--- src/rtl/ula_muldiv.sv ---
// Iterative multiply/divide unit owning HI/LO: shift-add multiply and
// restoring divide at one bit per cycle, with start/busy/done handshake.
module ula_muldiv #(
  parameter int WIDTH = 32,
  parameter int CNT_W = $clog2(WIDTH)
) (
  input  logic             clk,
  input  logic             rst_n,
  input  logic             start,
  input  logic [5:0]       funct,
  input  logic [WIDTH-1:0] a,
  input  logic [WIDTH-1:0] b,
  input  logic             flush,
  output logic             busy,
  output logic             done,
  output logic             div_zero,
  output logic [WIDTH-1:0] hi,
  output logic [WIDTH-1:0] lo,
  output logic [WIDTH-1:0] rd_data
);

  localparam logic [5:0] F_MFHI  = 6'h10;
  localparam logic [5:0] F_MTHI  = 6'h11;
  localparam logic [5:0] F_MTLO  = 6'h13;
  localparam logic [5:0] F_MULT  = 6'h18;
  localparam logic [5:0] F_MULTU = 6'h19;
  localparam logic [5:0] F_DIV   = 6'h1A;
  localparam logic [5:0] F_DIVU  = 6'h1B;
  localparam logic [CNT_W-1:0] CNT_LAST = CNT_W'(WIDTH - 1);
  localparam logic [CNT_W-1:0] CNT_ONE  = {{(CNT_W-1){1'b0}}, 1'b1};

  typedef enum logic [1:0] {S_IDLE = 2'd0, S_RUN = 2'd1, S_FIX = 2'd2} state_t;

  state_t             r_state, w_next;
  logic [CNT_W-1:0]   r_cnt;
  logic [WIDTH-1:0]   r_wh, r_wl, r_mag, r_a_orig, r_hi, r_lo;
  logic               r_sign_q, r_sign_r, r_is_div, r_zero, r_done, r_div_zero;
  logic               w_accept, w_mthi, w_mtlo, w_step, w_finish;
  logic               w_is_md, w_is_signed, w_is_div, w_ge;
  logic [WIDTH-1:0]   w_abs_a, w_abs_b, w_wh_next, w_wl_next, w_res_hi, w_res_lo;
  logic [WIDTH:0]     w_sum, w_shift, w_diff;
  logic [2*WIDTH-1:0] w_prod;

  assign w_is_md     = (funct == F_MULT) || (funct == F_MULTU) || (funct == F_DIV) || (funct == F_DIVU);
  assign w_is_signed = (funct == F_MULT) || (funct == F_DIV);
  assign w_is_div    = (funct == F_DIV)  || (funct == F_DIVU);
  assign w_abs_a     = (w_is_signed && a[WIDTH-1]) ? -a : a;
  assign w_abs_b     = (w_is_signed && b[WIDTH-1]) ? -b : b;

  assign busy     = (r_state != S_IDLE);
  assign done     = r_done;
  assign div_zero = r_div_zero;
  assign hi       = r_hi;
  assign lo       = r_lo;
  assign rd_data  = (funct == F_MFHI) ? r_hi : r_lo;

  // State register
  always_ff @(posedge clk or negedge rst_n) begin
    if (!rst_n) begin
      r_state <= S_IDLE;
    end else begin
      r_state <= w_next;
    end
  end

  // Next-state and control strobes; flush beats both start and completion
  always_comb begin
    w_next   = r_state;
    w_accept = 1'b0;
    w_mthi   = 1'b0;
    w_mtlo   = 1'b0;
    w_step   = 1'b0;
    w_finish = 1'b0;
    case (r_state)
      S_IDLE: begin
        if (flush) begin
          w_next = S_IDLE;
        end else if (start && w_is_md) begin
          w_next   = S_RUN;
          w_accept = 1'b1;
        end else begin
          w_mthi = start && (funct == F_MTHI);
          w_mtlo = start && (funct == F_MTLO);
        end
      end
      S_RUN: begin
        if (flush) begin
          w_next = S_IDLE;
        end else begin
          w_step = 1'b1;
          w_next = (r_cnt == CNT_LAST) ? S_FIX : S_RUN;
        end
      end
      S_FIX: begin
        w_next   = S_IDLE;
        w_finish = !flush;
      end
      default: w_next = S_IDLE;
    endcase
  end

  // One iteration: multiply keeps {acc, multiplier} shifting right,
  // divide keeps {remainder, dividend/quotient} shifting left
  always_comb begin
    w_sum   = {1'b0, r_wh} + (r_wl[0] ? {1'b0, r_mag} : {(WIDTH+1){1'b0}});
    w_shift = {r_wh, r_wl[WIDTH-1]};
    w_diff  = w_shift - {1'b0, r_mag};
    w_ge    = (w_shift >= {1'b0, r_mag});
    if (r_is_div) begin
      w_wh_next = w_ge ? w_diff[WIDTH-1:0] : w_shift[WIDTH-1:0];
      w_wl_next = {r_wl[WIDTH-2:0], w_ge};
    end else begin
      w_wh_next = w_sum[WIDTH:1];
      w_wl_next = {w_sum[0], r_wl[WIDTH-1:1]};
    end
  end

  // Sign correction and divide-by-zero substitution
  always_comb begin
    w_prod = r_sign_q ? -{r_wh, r_wl} : {r_wh, r_wl};
    if (!r_is_div) begin
      w_res_hi = w_prod[2*WIDTH-1:WIDTH];
      w_res_lo = w_prod[WIDTH-1:0];
    end else if (r_zero) begin
      w_res_hi = r_a_orig;
      w_res_lo = {WIDTH{1'b1}};
    end else begin
      w_res_hi = r_sign_r ? -r_wh : r_wh;
      w_res_lo = r_sign_q ? -r_wl : r_wl;
    end
  end

  // Datapath, HI/LO and status registers
  always_ff @(posedge clk or negedge rst_n) begin
    if (!rst_n) begin
      r_cnt      <= '0;
      r_wh       <= '0;
      r_wl       <= '0;
      r_mag      <= '0;
      r_a_orig   <= '0;
      r_sign_q   <= 1'b0;
      r_sign_r   <= 1'b0;
      r_is_div   <= 1'b0;
      r_zero     <= 1'b0;
      r_hi       <= '0;
      r_lo       <= '0;
      r_done     <= 1'b0;
      r_div_zero <= 1'b0;
    end else begin
      r_done <= w_finish;
      if (w_accept) begin
        r_cnt      <= '0;
        r_div_zero <= 1'b0;
        r_wh       <= '0;
        r_wl       <= w_is_div ? w_abs_a : w_abs_b;
        r_mag      <= w_is_div ? w_abs_b : w_abs_a;
        r_a_orig   <= a;
        r_is_div   <= w_is_div;
        r_zero     <= w_is_div && (b == '0);
        r_sign_q   <= w_is_signed && (a[WIDTH-1] ^ b[WIDTH-1]);
        r_sign_r   <= w_is_signed && a[WIDTH-1];
      end else if (w_step) begin
        r_cnt <= (r_cnt == CNT_LAST) ? '0 : r_cnt + CNT_ONE;
        r_wh  <= w_wh_next;
        r_wl  <= w_wl_next;
      end else if (w_finish) begin
        r_hi       <= w_res_hi;
        r_lo       <= w_res_lo;
        r_div_zero <= r_zero;
      end else begin
        if (w_mthi) r_hi <= a;
        if (w_mtlo) r_lo <= a;
      end
    end
  end

endmodule

--- config.mk ---
export PLATFORM = sky130hd
export DESIGN_NAME = ula_muldiv
export DESIGN_NICKNAME = d
export VERILOG_FILES = /design/src/rtl/ula_muldiv.sv
export SDC_FILE = /design/constraint.sdc
export NUM_CORES = 1
export LEC_CHECK = 0
export BUFFER_PORTS_ARGS = -buffer_cell sky130_fd_sc_hd__buf_2
export CAP_MARGIN = 20
export CORE_MARGIN = 2
export CORE_UTILIZATION = 35
export CTS_CLUSTER_SIZE = 30
export DETAILED_ROUTE_END_ITERATION = 8
export PLACE_DENSITY = 0.59
export RECOVER_POWER = 100
export SYNTH_ARGS = -nofsm -noshare
export SYNTH_HDL_FRONTEND = slang
export SYNTH_SLANG_ARGS = --single-unit
--- constraint.sdc ---
create_clock -name clk -period 4.4 [get_ports clk]
set_clock_uncertainty 0.2 [all_clocks]
set_input_delay 0.66 -clock clk [delete_from_list [all_inputs] [get_ports clk]]
set_output_delay 0.66 -clock clk [all_outputs]
set_load 0.03 [all_outputs]
## Yosys cells after proc, flatten, opt, wreduce, memory -nomap -nowiden

Cells that the tools add are included.

| cells by class | value |
|---|---|
| equality and inequality tests | 12 |
| bitwise logic cells | 3 |
| add/sub/neg operators | 8 |
| muxes and demuxes | 47 |
| reduce and logical (&&, ||, !) cells | 23 |
| order comparisons | 1 |

Operator list:

| cell | number |
|---|---|
| $mux 32 | 23 |
| $neg 32->32 | 4 |
| $mux 64 | 1 |
| $neg 64->64 | 1 |
| $eq 6x5->1 const B | 7 |
| $add 32x32->33 | 1 |
| $ge 33x32->1 | 1 |
| $logic_not 32->1 | 1 |
| $sub 32x32->32 | 1 |
| $mux 1 | 15 |
| $mux 5 | 3 |
| $reduce_bool 2->1 | 5 |
| $mux 2 | 4 |
| $logic_and 1x1->1 | 7 |
| $reduce_and 3->1 | 2 |
| $add 5x1->5 const B | 1 |
| $eq 5x5->1 const B | 1 |
| $logic_or 1x1->1 | 5 |
| $pmux 2 s2 | 1 |
| $ne 3x3->1 const B | 1 |
| $eq 2x1->1 const B | 1 |
| $eq 2x2->1 const B | 1 |
| $logic_not 2->1 | 1 |
| $ne 2x2->1 const B | 1 |
| 4 further kinds | 5 |

| storage, ports and cells | value |
|---|---|
| bits of input ports | 74 |
| register bits after elaboration | 205 |
| logic and storage cells | 108 |
| output and inout port bits | 99 |

## Depth between registers and ports, before layout

Gate-level depths: netlist of run 1.

| logic depth | value |
|---|---|
| depth in word-level cells | 10 |
| depth in mapped cells | 14 |
| gate-level depth less buffers | 13 |

## Worst setup path before layout of run 1

OpenSTA, ideal clock, no wires.

| timing | value |
|---|---|
| kind | register to register |
| from | register r_wl[31] |
| to | register r_wh[28] |
| stages on the path, launching flop included | 14 |
| required time | 4.133 ns |
| path slack | 0.905 ns |
| library setup time | 0.067 ns |
| arrival | 3.228 ns |
| period minus slack after synthesis | 3.495 ns |
| buffers on the path | 0 |
| cells stage by stage | dfrtp_1 inv_1 ha_1 inv_1 fa_1 a21oi_1 o211ai_1 o41ai_2 nor3_1 o41ai_1 a2111oi_0 or4b_1 a31oi_1 a221o_1 |

| between the ends | value |
|---|---|
| cells in the longest elaborated chain, start to end | 5 |
| elaborated cells on any way between the ends | 6 |
| those cells by class | 1 x add/sub; 1 x order compare; 4 x mux |

RTL lines:

| item | line | source |
|---|---|---|
| start: declaration | 36 | `logic [WIDTH-1:0] r_wh, r_wl, r_mag, r_a_orig, r_hi, r_lo;` |
| start signal: assignment | 155 | `r_wl <= w_is_div ? w_abs_a : w_abs_b;` |
| start signal: assignment | 165 | `r_wl <= w_wl_next;` |
| $sub 32x32->32 or $ge 33x32->1 (tied branches) | 107, 108 |  |
| $mux 32 (*) | 110 | `w_wh_next = w_ge ? w_diff[WIDTH-1:0] : w_shift[WIDTH-1:0];` |
| $mux 32 (*) | 109 | `if (r_is_div) begin` |
| $mux 32 (*) | 162 | `end else if (w_step) begin` |
| $mux 32 (*) | 151 | `if (w_accept) begin` |
| end signal: assignment | 164 | `r_wh <= w_wh_next;` |
| end: declaration | 36 |  |

Mark *: on every way between the ends. The rest lies on a longest branch, timed or not. The select of a mux whose other input is x is not followed.
A chain may end at the register's enable or synchronous reset.

## Final worst setup path of run 1

| timing | value |
|---|---|
| from | register r_wh[3] |
| to | register r_wh[28] |

| between the ends | value |
|---|---|
| cells in the longest elaborated chain, start to end | 5 |
| elaborated cells on any way between the ends | 7 |
| those cells by class | 2 x add/sub; 1 x order compare; 4 x mux |

RTL lines:

| item | line |
|---|---|
| $sub 32x32->32 or $ge 33x32->1 (tied branches) | 107, 108 |
| $mux 32 | 110 |
| $mux 32 (*) | 109 |
| $mux 32 (*) | 162 |
| $mux 32 (*) | 151 |

Marks and branches as above.

==> impl_results.md, run 1 <==
* Synth Area in XOR/XNOR at 7.88%
* Port bufs at 172
* Inst Count DP at 3023
* Initial DRC Count at 1581
* DR DRC count at 0
* Post-synthesis simple-gate area fraction at 20.2%
* Max Buffers Root-to-Sink at 3
* Largest family of logic cells by synthesized area: compound AO/OA/AOI/OAI gates
* Final Cycle Share at 94.5%
* CP Max Fanout at 28
* Vias in the first global route at 17300
* GP Congestion at 0.970
* Data required, critical path at 4.70 ns
* Status: finished with violations
* Final Max Slew Viols at 215
* Synth Area in Compound Gates at 25.0%
* Top cell type's share of synthesized area at 28.9%
* # resized after CTS at 0
* Critical path endpoint category: register
* Via count at 18300
* Max_cap viols at 4
* P&R area growth vs syn at 13.4%
* Cells on worst reg2reg path at 11
* WHS Endpoint: r_a_orig[18]
* Final Hold Fails at 0
* Combinational share of power at 46.9%
* Share of layout cells above drive strength 1 at 11.3%
* Sw Share at 44.2%
* Post-Route WL at 71900 um
* CTS tree: done
* Sw Pwr at 4.07 mW
* Die area at 52600 sq um
* Routed Antenna Nets at 0
* Multiplexer area fraction after synthesis at 8.15%
* Worst vdd rail ir drop at 0.294 mV
* Area contributors post-synth: dfrtp_1 29%, nand2_1 6.6%, o21ai_0 5.4%
* Global Route Usage Sum at 26.5%
* Post-synth EDFFs at 0
* CP max stage delay at 0.52 ns
* Clock slew at reported path FFs at 0.06 ns
* Hold WC Path Type: in2reg
* Reg power frac at 28.2%
* Core region area at 50200 sq um
* DR vias/cell at 5.97
* Worst slew margin at -60.2%
* Clk network pwr share at 25.0%
* Fmax at 0.241 GHz
* Antenna cell count at 0
* Setup violators final at 0
* Fin Setup TNS at 0 ns
* Die W at 229 um
* Worst reg2reg setup slack at 0.24 ns
* Worst r2r src: r_wh[3]
* First-pass GRT wire length at 108000 um
* Cts bufs inserted at 28
* Fillers at 5184
* Unrepaired setup endpoints after global routing: no
* Pre-antenna DRT Iters at 6
* Post-synth ARST share at 100%
* YS warnings at 0
* Initial cell density of the core at 35.4%
* #FFs+latches synth at 205
* Top Ports at 173
* Hold Path Stages at 3
* Startpoint Class: register
* Seq/Total Area, Yosys at 28.9%
* Detailed-route wire length per cell at 23.4 um
* Worst slew pin tran at 2.40 ns
* Main synth FF type: dfrtp_1
* Post-Synth Adder-Cell Area at 5.15%
* Yosys cell types at 85
* Worst path most repeated cell: a31oi_1
* Worst Path Class, Setup: reg2reg
* GRT Residual Overflow at 0
* Synth Cell Area at 17800 sq um
* Depth of the CTS H-tree at 1
* Cell taking the most area after synthesis: dfrtp_1
* Die span in y at 229 um
* Clock latency on the worst-skew pair at 0.58 ns
* Synth Area per Inst at 7.85 sq um
* Nets@finish at 2528
* Final HPWL DP at 54500 um
* Static leakage at 9.23 nW
* Fin cells at 3072
* # rows at 82
* Clock sink count at 205
* Violated checks: capacitance limit, slew limit
* Min cycle time layout at 4.16 ns
* Worst path cell trace: ha_1 > nand3_1 > nor3_1 > o21ai_0 > a31oi_1 > o2111ai_1 > nand2_1 > clkbuf_4 > or4b_1 > a31oi_1 > a221o_1
* CP max stage cell: dfrtp_1
* Power Dens Cells at 456 nW/um^2
* Min-delay src: a[18]
* P_int at 5.13 mW
* Initial antenna violation count at 1
* R2R Path End: r_wh[28]
* CTS root buf: clkbuf_16
* Syn Nets at 2409
* Worst Path Arrival at 4.46 ns
* Syn Inst Count at 2263
* Largest net degree at the start of global routing at 106
## cell type report
type	instances	area, sq um	share of cell area, %
Clock buffer	35	767	3.80
Multi-Input combinational cell	1834	11800	58.3
Timing Repair Buffer	247	1270	6.28
Inverter	66	248	1.23
Tap cell	672	841	4.17
Clock inverter	13	146	0.726
Sequential cell	205	5130	25.5
## through the flow
| step | hold slack, ns | instance area, sq um | setup slack (ns) | util (%) | power, mW |
|---|---|---|---|---|---|
| after floorplan | 0.164 | 17800 | 0.905 | - | 5.41 |
| after global placement | 0.250 | 19500 | 0.415 | 38.9 | 6.82 |
| after detailed placement | 0.253 | 19500 | 0.376 | 38.9 | 6.85 |
| after CTS | 0.173 | 20400 | 0.345 | 40.7 | 9.18 |
| after global routing | 0.191 | 20200 | 0.00945 | 40.2 | 9.69 |
| final | 0.200 | 20200 | 0.243 | 40.2 | 9.19 |
## cells in the final DEF (no fill, tap or decap), types with 70 or more instances in the layout
master	netlist	layout
a21oi_1	160	160
buf_2	5	72
clkbuf_1	139	110
dfrtp_1	205	204
ha_1	70	70
mux2i_1	93	93
nand2_1	312	310
nor2_1	195	194
o21ai_0	193	199
xnor2_1	83	83
xor2_1	77	77
## registers in the layout (all words and copies together) (netlist names)
name,cells
div_zero,1
done,1
hi,32
lo,32
r_a_orig,32
r_cnt,5
r_is_div,1
r_mag,32
r_sign_q,1
r_sign_r,1
r_state,2
r_wh,32
r_wl,32
r_zero,1
## synthesized netlist by cell type (all sizes together), types with 42 or more instances
cell,instances
nand2,312
xor2,77
nand3,66
inv,64
dfrtp,205
xnor2,83
clkbuf,140
o21ai,203
a22oi,42
nor2,195
ha,70
mux2,46
a21oi,160
mux2i,93
## metal layers
layer	share of wire, %	track usage (%)	vias to the layer above	wire, um
met5	0.015	0	-	11
met4	4.6	11.1	2	3310
met3	6.6	3.09	139	4730
met2	46	43.0	830	33000
met1	43	35.7	8940	30800
li1	-	-	8428	-
## power by group through the flow
stage	sequential (mW)	clock, mW	combinational, mW
2_1_floorplan	2.56	0	2.85
3_3_place_gp	2.59	0	4.23
3_5_place_dp	2.60	0	4.25
4_1_cts	2.57	2.33	4.28
5_1_grt	2.62	2.40	4.66
6_report	2.59	2.29	4.31
## worst max-delay path: cells and delay by family (launching register included)
kind            cells  cell delay [ns]
simple gates        4             1.20
compound gates      5             1.22
buf+inv             1             0.47
fa+ha+maj           1             0.44
flops               1             0.52
## what timing repair did
item	CTS	global route
hold buffers	1	0
setup buffers	0	0
endpoints found under the hold margin	85	0
## cells by family after synthesis
logic type / Yosys count
XOR/XNOR: 160
flip-flops: 205
adder cells (fa/ha/maj): 72
multiplexers: 139
AND/OR/NAND/NOR: 771
AO/OA/AOI/OAI: 692
buffers and inverters: 224
## how the worst max path moves through the flow
stage	from	end	slack, ns
floorplan	r_wl[31]	r_wh[28]	0.91
global placement	r_wh[1]	hi[26]	0.42
detailed placement	r_wh[1]	hi[26]	0.38
CTS	r_wh[1]	hi[26]	0.35
global route	a[0]	r_mag[26]	0.009
finish	r_wh[3]	r_wh[28]	0.24
Note: power is estimated with default switching activity, not from simulation.
==> run 2, diff against run 1 <==
- PLACE_DENSITY: 0.59 -> unset
- PLACE_DENSITY_LB_ADDON: unset -> 0.3
==> run 2 against run 1 <==
Against the previous run:
- the run still ends with capacitance limit, slew limit left
- wire length increased by 1.0%
- global-route usage increased by 0.33 points
- final area about the same
- worst setup slack got worse by 0.022 ns
- largest cell class unchanged
- largest power group unchanged
==> impl_results.md, run 2 (synthesis gave the netlist of run 1 again) <==
* Status: finished with violations (unchanged)
* Violated checks: capacitance limit, slew limit (unchanged)
* DR vias/cell at 5.96 (was 5.97)
* Setup violators final at 0 (unchanged)
* P_int at 5.10 mW (was 5.13 mW)
* Most frequent cells in the layout: 310 x nand2_1, 204 x dfrtp_1, 198 x o21ai_0, 193 x nor2_1, 160 x a21oi_1 (was 310 x nand2_1, 204 x dfrtp_1, 199 x o21ai_0, 194 x nor2_1, 160 x a21oi_1)
* Static leakage at 9.24 nW (was 9.23 nW)
* CP max stage delay at 0.67 ns (was 0.52 ns)
* CP Max Fanout at 7 (was 28)
* Core region area at 50200 sq um (unchanged)
* Sw Share at 44.4% (was 44.2%)
* Clock sink count at 205 (unchanged)
* GP Congestion at 0.999 (was 0.970)
* Via count at 18300 (about the same)
* Reg power frac at 28.4% (was 28.2%)
* Final HPWL DP at 54700 um (was 54500 um)
* Worst slew margin at -75.0% (was -60.2%)
* Worst slew pin tran at 2.62 ns (was 2.40 ns)
* CTS tree: done (unchanged)
* Largest net degree at the start of global routing at 107 (was 106)
* Worst Path Class, Setup: reg2reg (unchanged)
* Final worst setup slack at 0.221 ns (was 0.243 ns)
* GRT Residual Overflow at 0 (unchanged)
* Worst vdd rail ir drop at 0.295 mV (was 0.294 mV)
* Detailed-route wire length per cell at 23.6 um (was 23.4 um)
* Cts bufs inserted at 26 (was 28)
* Global Route Usage Sum at 26.8% (was 26.5%)
* Pwr Total at 9.18 mW (was 9.19 mW)
* P&R area growth vs syn at 13.5% (was 13.4%)
* DR DRC count at 0 (unchanged)
* Sw Pwr at 4.08 mW (was 4.07 mW)
* Vias in the first global route at 17400 (was 17300)
* Port bufs at 172 (unchanged)
* Commonest non-fill, non-tap cell in the layout: nand2_1 (unchanged)
* Max_cap viols at 5 (was 4)
* Worst Path Arrival at 4.37 ns (was 4.46 ns)
* Startpoint Class: register (unchanged)
* Critical path endpoint category: register (unchanged)
* Die span in y at 229 um (unchanged)
* Crit path buf inv count at 3 (was 1)
* Pre-antenna DRT Iters at 5 (was 6)
* Post-Route WL at 72600 um (was 71900 um)
* Final Max Slew Viols at 251 (was 215)
* Max Buffers Root-to-Sink at 3 (unchanged)
* Min cycle time layout at 4.18 ns (was 4.16 ns)
* Unrepaired setup endpoints after global routing: no (unchanged)
* Hold Slack at 0.200 ns (about the same)
* CTS root buf: clkbuf_16 (unchanged)
* # rows at 82 (unchanged)
* Combinational share of power at 47.4% (was 46.9%)
* CP delay by family, top: simple AND/OR/NAND/NOR gates (was compound AO/OA/AOI/OAI gates)
* Top Ports at 173 (unchanged)
* Routed Antenna Nets at 0 (unchanged)
* DP Worst Slack at 0.411 ns (was 0.376 ns)
* Worst path cell trace: inv_1 > ha_1 > nor3b_1 > clkbuf_1 > and2_0 > nand2_1 > or3_1 > o31ai_1 > or2_2 > a21oi_1 > a2111oi_0 > buf_4 > a31oi_1 (was ha_1 > nand3_1 > nor3_1 > o21ai_0 > a31oi_1 > o2111ai_1 > nand2_1 > clkbuf_4 > or4b_1 > a31oi_1 > a221o_1)
* Clock slew at reported path FFs at 0.06 ns (about the same)
* Depth of the CTS H-tree at 1 (unchanged)
* CP max stage cell: a2111oi_0 (was dfrtp_1)
* Data required, critical path at 4.59 ns (was 4.70 ns)
* Nets@finish at 2533 (was 2528)
* First-pass GRT wire length at 109000 um (was 108000 um)
* Clk network pwr share at 24.2% (was 25.0%)
* Final Cycle Share at 95.0% (was 94.5%)
* Initial cell density of the core at 35.4% (unchanged)
* Fmax at 0.239 GHz (was 0.241 GHz)
* Power Dens Cells at 455 nW/um^2 (was 456 nW/um^2)
* Fin Setup TNS at 0 ns (unchanged)
* Hold WC Path Type: in2reg (unchanged)
* Die W at 229 um (unchanged)
* Final Hold Fails at 0 (unchanged)
* Initial antenna violation count at 2 (was 1)
* # resized after CTS at 0 (unchanged)
* Die area at 52600 sq um (unchanged)
* Share of layout cells above drive strength 1 at 11.3% (about the same)
* Initial DRC Count at 1833 (was 1581)
* Clock latency on the worst-skew pair at 0.56 ns (was 0.58 ns)
[run 2: cell types whose count changed in the layout (fill, tap and decap cells not counted), sizes merged]
cell,previous run,this run
diode,0,1
buf,132,137
clkbuf,149,152
clkinvlp,5,4
inv,66,65
[run 2: power groups by stage]
stage | sequential, mW | clock (mW) | combinational, mW
after floorplan | 2.56 | 0 | 2.85
after global placement | 2.61 | 0 | 4.27
after detailed placement | 2.62 | 0 | 4.30
after CTS | 2.59 | 2.25 | 4.33
after global routing | 2.64 | 2.33 | 4.73
final | 2.61 | 2.22 | 4.36
[run 2: through the flow]
stage,utilization [%],cells,area [sq um]
2_1_floorplan,-,2263,17800
3_3_place_gp,39.0,3030,19500
3_5_place_dp,39.0,3030,19500
4_1_cts,40.7,3077,20400
5_1_grt,40.2,3078,20200
6_report,40.2,3079,20200
[run 2: area by class of cell]
cell class | instances | area (sq um)
diodes | 1 | 2.50
clock buffers | 36 | 749
clock inverters | 11 | 119
fillers | 5191 | 30000
inverters | 66 | 248
multi-input cells | 1834 | 11800
flip-flops and latches | 205 | 5130
well taps | 672 | 841
repair buffers | 254 | 1320
[run 2: final timing paths]
| path | cells past startpoint | slack, ns | end | from |
|---|---|---|---|---|
| worst max-delay path | 13 | 0.22 | hi[26] | r_wh[1] |
| worst min-delay path | 3 | 0.20 | r_a_orig[9] | a[9] |
| worst max register to register | 13 | 0.22 | hi[26] | r_wh[1] |
| worst min register to register | 2 | 0.28 | r_a_orig[28] | r_a_orig[28] |
| max in group asynchronous | 3 | 1.35 | r_a_orig[2] | rst_n |
| min in group asynchronous | 2 | 0.51 | hi[27] | rst_n |
[run 2: metal layers]
layer  track usage (%)  share of wire [%]  vias to the layer above
met5                 0              0.019                        -
met4              12.5                5.0                        2
met3              3.31                6.9                      165
met2              43.0                 46                      804
met1              36.0                 42                     8950
li1                  -                  -                     8417
[run 2: worst reg2reg max path: stages, from the launching register on]
cell	delay [ns]
dfrtp_1	0.50
inv_1	0.22
ha_1	0.26
nor3b_1	0.31
clkbuf_1	0.25
and2_0	0.25
nand2_1	0.12
or3_1	0.43
o31ai_1	0.31
or2_2	0.17
a21oi_1	0.05
a2111oi_0	0.67
buf_4	0.23
a31oi_1	0.04
[run 2: timing repair]
item                       4_1_cts  5_1_grt
hold buffers                     0        1
buffers inserted                 0        0
hold endpoints to repair         0        6
setup endpoints to repair        0        0
==> run 3, diff against run 2 <==
- CORE_UTILIZATION: 35 -> 40
- PLACE_DENSITY_LB_ADDON: 0.3 -> unset
- REMOVE_ABC_BUFFERS: unset -> 1
==> run 3 against run 2 <==
Against the previous run:
- the flow still finishes with violations (capacitance limit, slew limit)
- sequential cell count unchanged
- critical endpoint is now r_mag[31]
- non-clock buffer count decreased by 13
- global-route usage increased by 1.9 points
- combinational power decreased by 6.0%
- via count decreased by 2.0%
- largest cell class unchanged
- critical path depth decreased by 6
- final area decreased by 1.7%
- sequential power increased by 3%
- first-iteration DRC count increased by 1.5%
- cell count decreased by 3.3%
==> impl_results.md, run 3 (synthesis gave the netlist of run 1 again) <==
* Die W at 215 um (was 229 um)
* Hold Buf Count CTS at 0 (unchanged)
* # rows at 77 (was 82)
* Die area at 46100 sq um (was 52600 sq um)
* Top Ports at 173 (unchanged)
* Port bufs at 172 (unchanged)
* CP Max Fanout at 42 (was 7)
* Final Hold Fails at 0 (unchanged)
* Final Cycle Share at 93.7% (was 95.0%)
* Worst Path Class, Setup: reg2reg (unchanged)
* Post-Route WL at 68000 um (was 72600 um)
* Worst reg2reg setup slack at 0.28 ns (was 0.22 ns)
* Clock latency on the worst-skew pair at 0.54 ns (was 0.56 ns)
* Worst Path Arrival at 4.35 ns (was 4.37 ns)
* Status: finished with violations (unchanged)
* Largest net degree at the start of global routing at 97 (was 107)
* Final HPWL DP at 50200 um (was 54700 um)
* Hold WC Path Type: in2reg (unchanged)
* Cts bufs inserted at 25 (was 26)
* Data required, critical path at 4.63 ns (was 4.59 ns)
* Core Util, Final at 45.0% (was 40.2%)
* Inst Count DP at 2938 (was 3030)
* Sw Pwr at 3.87 mW (was 4.08 mW)
* Cells on worst reg2reg path at 7 (was 13)
* Worst vdd rail ir drop at 0.283 mV (was 0.295 mV)
* Fin cells at 2978 (was 3079)
* Antenna cell count at 0 (was 1)
* P&R area growth vs syn at 11.6% (was 13.5%)
* Global Route Usage Sum at 28.7% (was 26.8%)
* Violated checks: capacitance limit, slew limit (unchanged)
* Initial DRC Count at 1861 (was 1833)
* Critical path endpoint category: register (unchanged)
* Worst slew pin tran at 2.65 ns (was 2.62 ns)
* Crit path to: r_mag[31] (was hi[26])
* Unrepaired setup endpoints after global routing: no (unchanged)
* Share of layout cells above drive strength 1 at 10.4% (was 11.3%)
* Worst r2r src: r_state[1] (was r_wh[1])
* Fmax at 0.243 GHz (was 0.239 GHz)
* Min cycle time layout at 4.12 ns (was 4.18 ns)
* Nets@finish at 2519 (was 2533)
* Max Buffers Root-to-Sink at 3 (unchanged)
* Pwr Total at 8.76 mW (was 9.18 mW)
* Sw Share at 44.2% (was 44.4%)
* Clock slew at reported path FFs at 0.06 ns (about the same)
* Post CTS Setup Buffer Count at 0 (unchanged)
* DR DRC count at 0 (unchanged)
* Final Max Slew Viols at 228 (was 251)
* Max_cap viols at 3 (was 5)
* Most frequent cells in the layout: 310 x nand2_1, 203 x dfrtp_1, 197 x o21ai_0, 193 x nor2_1, 160 x a21oi_1 (was 310 x nand2_1, 204 x dfrtp_1, 198 x o21ai_0, 193 x nor2_1, 160 x a21oi_1)
* GRT Residual Overflow at 0 (unchanged)
* Clock sink count at 205 (unchanged)
* Core region area at 44000 sq um (was 50200 sq um)
* Cell area after layout at 19800 sq um (was 20200 sq um)
* Routed Antenna Nets at 0 (unchanged)
* Startpoint Class: register (unchanged)
* Fin Setup TNS at 0 ns (unchanged)
* Clk network pwr share at 22.6% (was 24.2%)
* Pre-antenna DRT Iters at 5 (unchanged)
* Power Dens Cells at 442 nW/um^2 (was 455 nW/um^2)
* Worst slew margin at -76.6% (was -75.0%)
* R2R Path End: r_mag[31] (was hi[26])
* CTS root buf: clkbuf_16 (unchanged)
* Via count at 18000 (was 18300)
* P_int at 4.89 mW (was 5.10 mW)
* Initial antenna violation count at 0 (was 2)
* Detailed-route wire length per cell at 22.8 um (was 23.6 um)
* Vias in the first global route at 16900 (was 17400)
* Reg power frac at 30.6% (was 28.4%)
* CTS tree: done (unchanged)
* # resized after CTS at 0 (unchanged)
* GP Congestion at 0.943 (was 0.999)
* Fillers at 4573 (was 5191)
* DP Area at 19400 sq um (was 19500 sq um)
* DR vias/cell at 6.03 (was 5.96)
* Die span in y at 215 um (was 229 um)
* Commonest non-fill, non-tap cell in the layout: nand2_1 (unchanged)
* Beginning of the critical path: r_state[1] (was r_wh[1])
* Combinational share of power at 46.8% (was 47.4%)
* Static leakage at 9.11 nW (was 9.24 nW)
* First-pass GRT wire length at 104000 um (was 109000 um)
* Setup violators final at 0 (unchanged)
* Depth of the CTS H-tree at 1 (unchanged)
* Initial cell density of the core at 40.4% (was 35.4%)
run 3: changes by cell type in the layout (fill, tap and decap cells not counted), moves of 2 or more:
cell	delta
clkinvlp_4	-4
buf_4	-14
o21ai_1	+2
buf_2	-3
clkbuf_1	+6
clkbuf_16	-2
clkbuf_2	+2
run 3: worst min path at each step:
stage / to / cells past startpoint / start / slack [ns]
finish: r_a_orig[18] / 3 / a[18] / 0.20
global route: r_a_orig[17] / 3 / a[17] / 0.21
CTS: r_mag[9] / 1 / rst_n / 0.007
detailed placement: r_a_orig[28] / 2 / r_a_orig[28] / 0.26
global placement: r_a_orig[28] / 2 / r_a_orig[28] / 0.25
floorplan: div_zero / 0 / rst_n / 0.16
run 3: layout make-up:
| class | instances | area, sq um | area share (%) |
|---|---|---|---|
| clock inverters | 4 | 45.0 | 0.227 |
| inverters | 66 | 248 | 1.25 |
| multi-input cells | 1834 | 11800 | 59.3 |
| flip-flops and latches | 205 | 5130 | 25.9 |
| clock buffers | 36 | 697 | 3.51 |
| repair buffers | 241 | 1200 | 6.06 |
| well taps | 592 | 741 | 3.74 |
run 3: worst max-delay path: stages (launching register included):
cell and delay (ns):
dfrtp_1 0.40, or2_2 0.33, nor3b_1 0.44, inv_1 0.11
nor2_1 0.24, clkbuf_1 1.59, o21ai_0 0.48, o21ai_0 0.20
run 3: through the flow:
stage               hold slack, ns  setup WS (ns)
finish                       0.198          0.278
floorplan                    0.164         -0.924
detailed placement           0.260          0.410
CTS                        0.00653          0.422
global route                 0.209         0.0773
global placement             0.253          0.396
run 3: layer usage:
metal	share of wire (%)	up-vias	GRT usage (%)
met5	0	-	0
met4	2.3	0	7.06
met3	6.7	97	3.23
met2	46	726	46.4
met1	45	8742	40.9
li1	-	8404	-
run 3: power by group through the flow:
stage          registers [mW]  logic (mW)  clock network, mW
2_1_floorplan            2.66        2.70                  0
3_3_place_gp             2.68        4.03                  0
3_5_place_dp             2.68        4.05                  0
4_1_cts                  2.65        4.08               2.01
5_1_grt                  2.71        4.49               2.08
6_report                 2.68        4.10               1.98
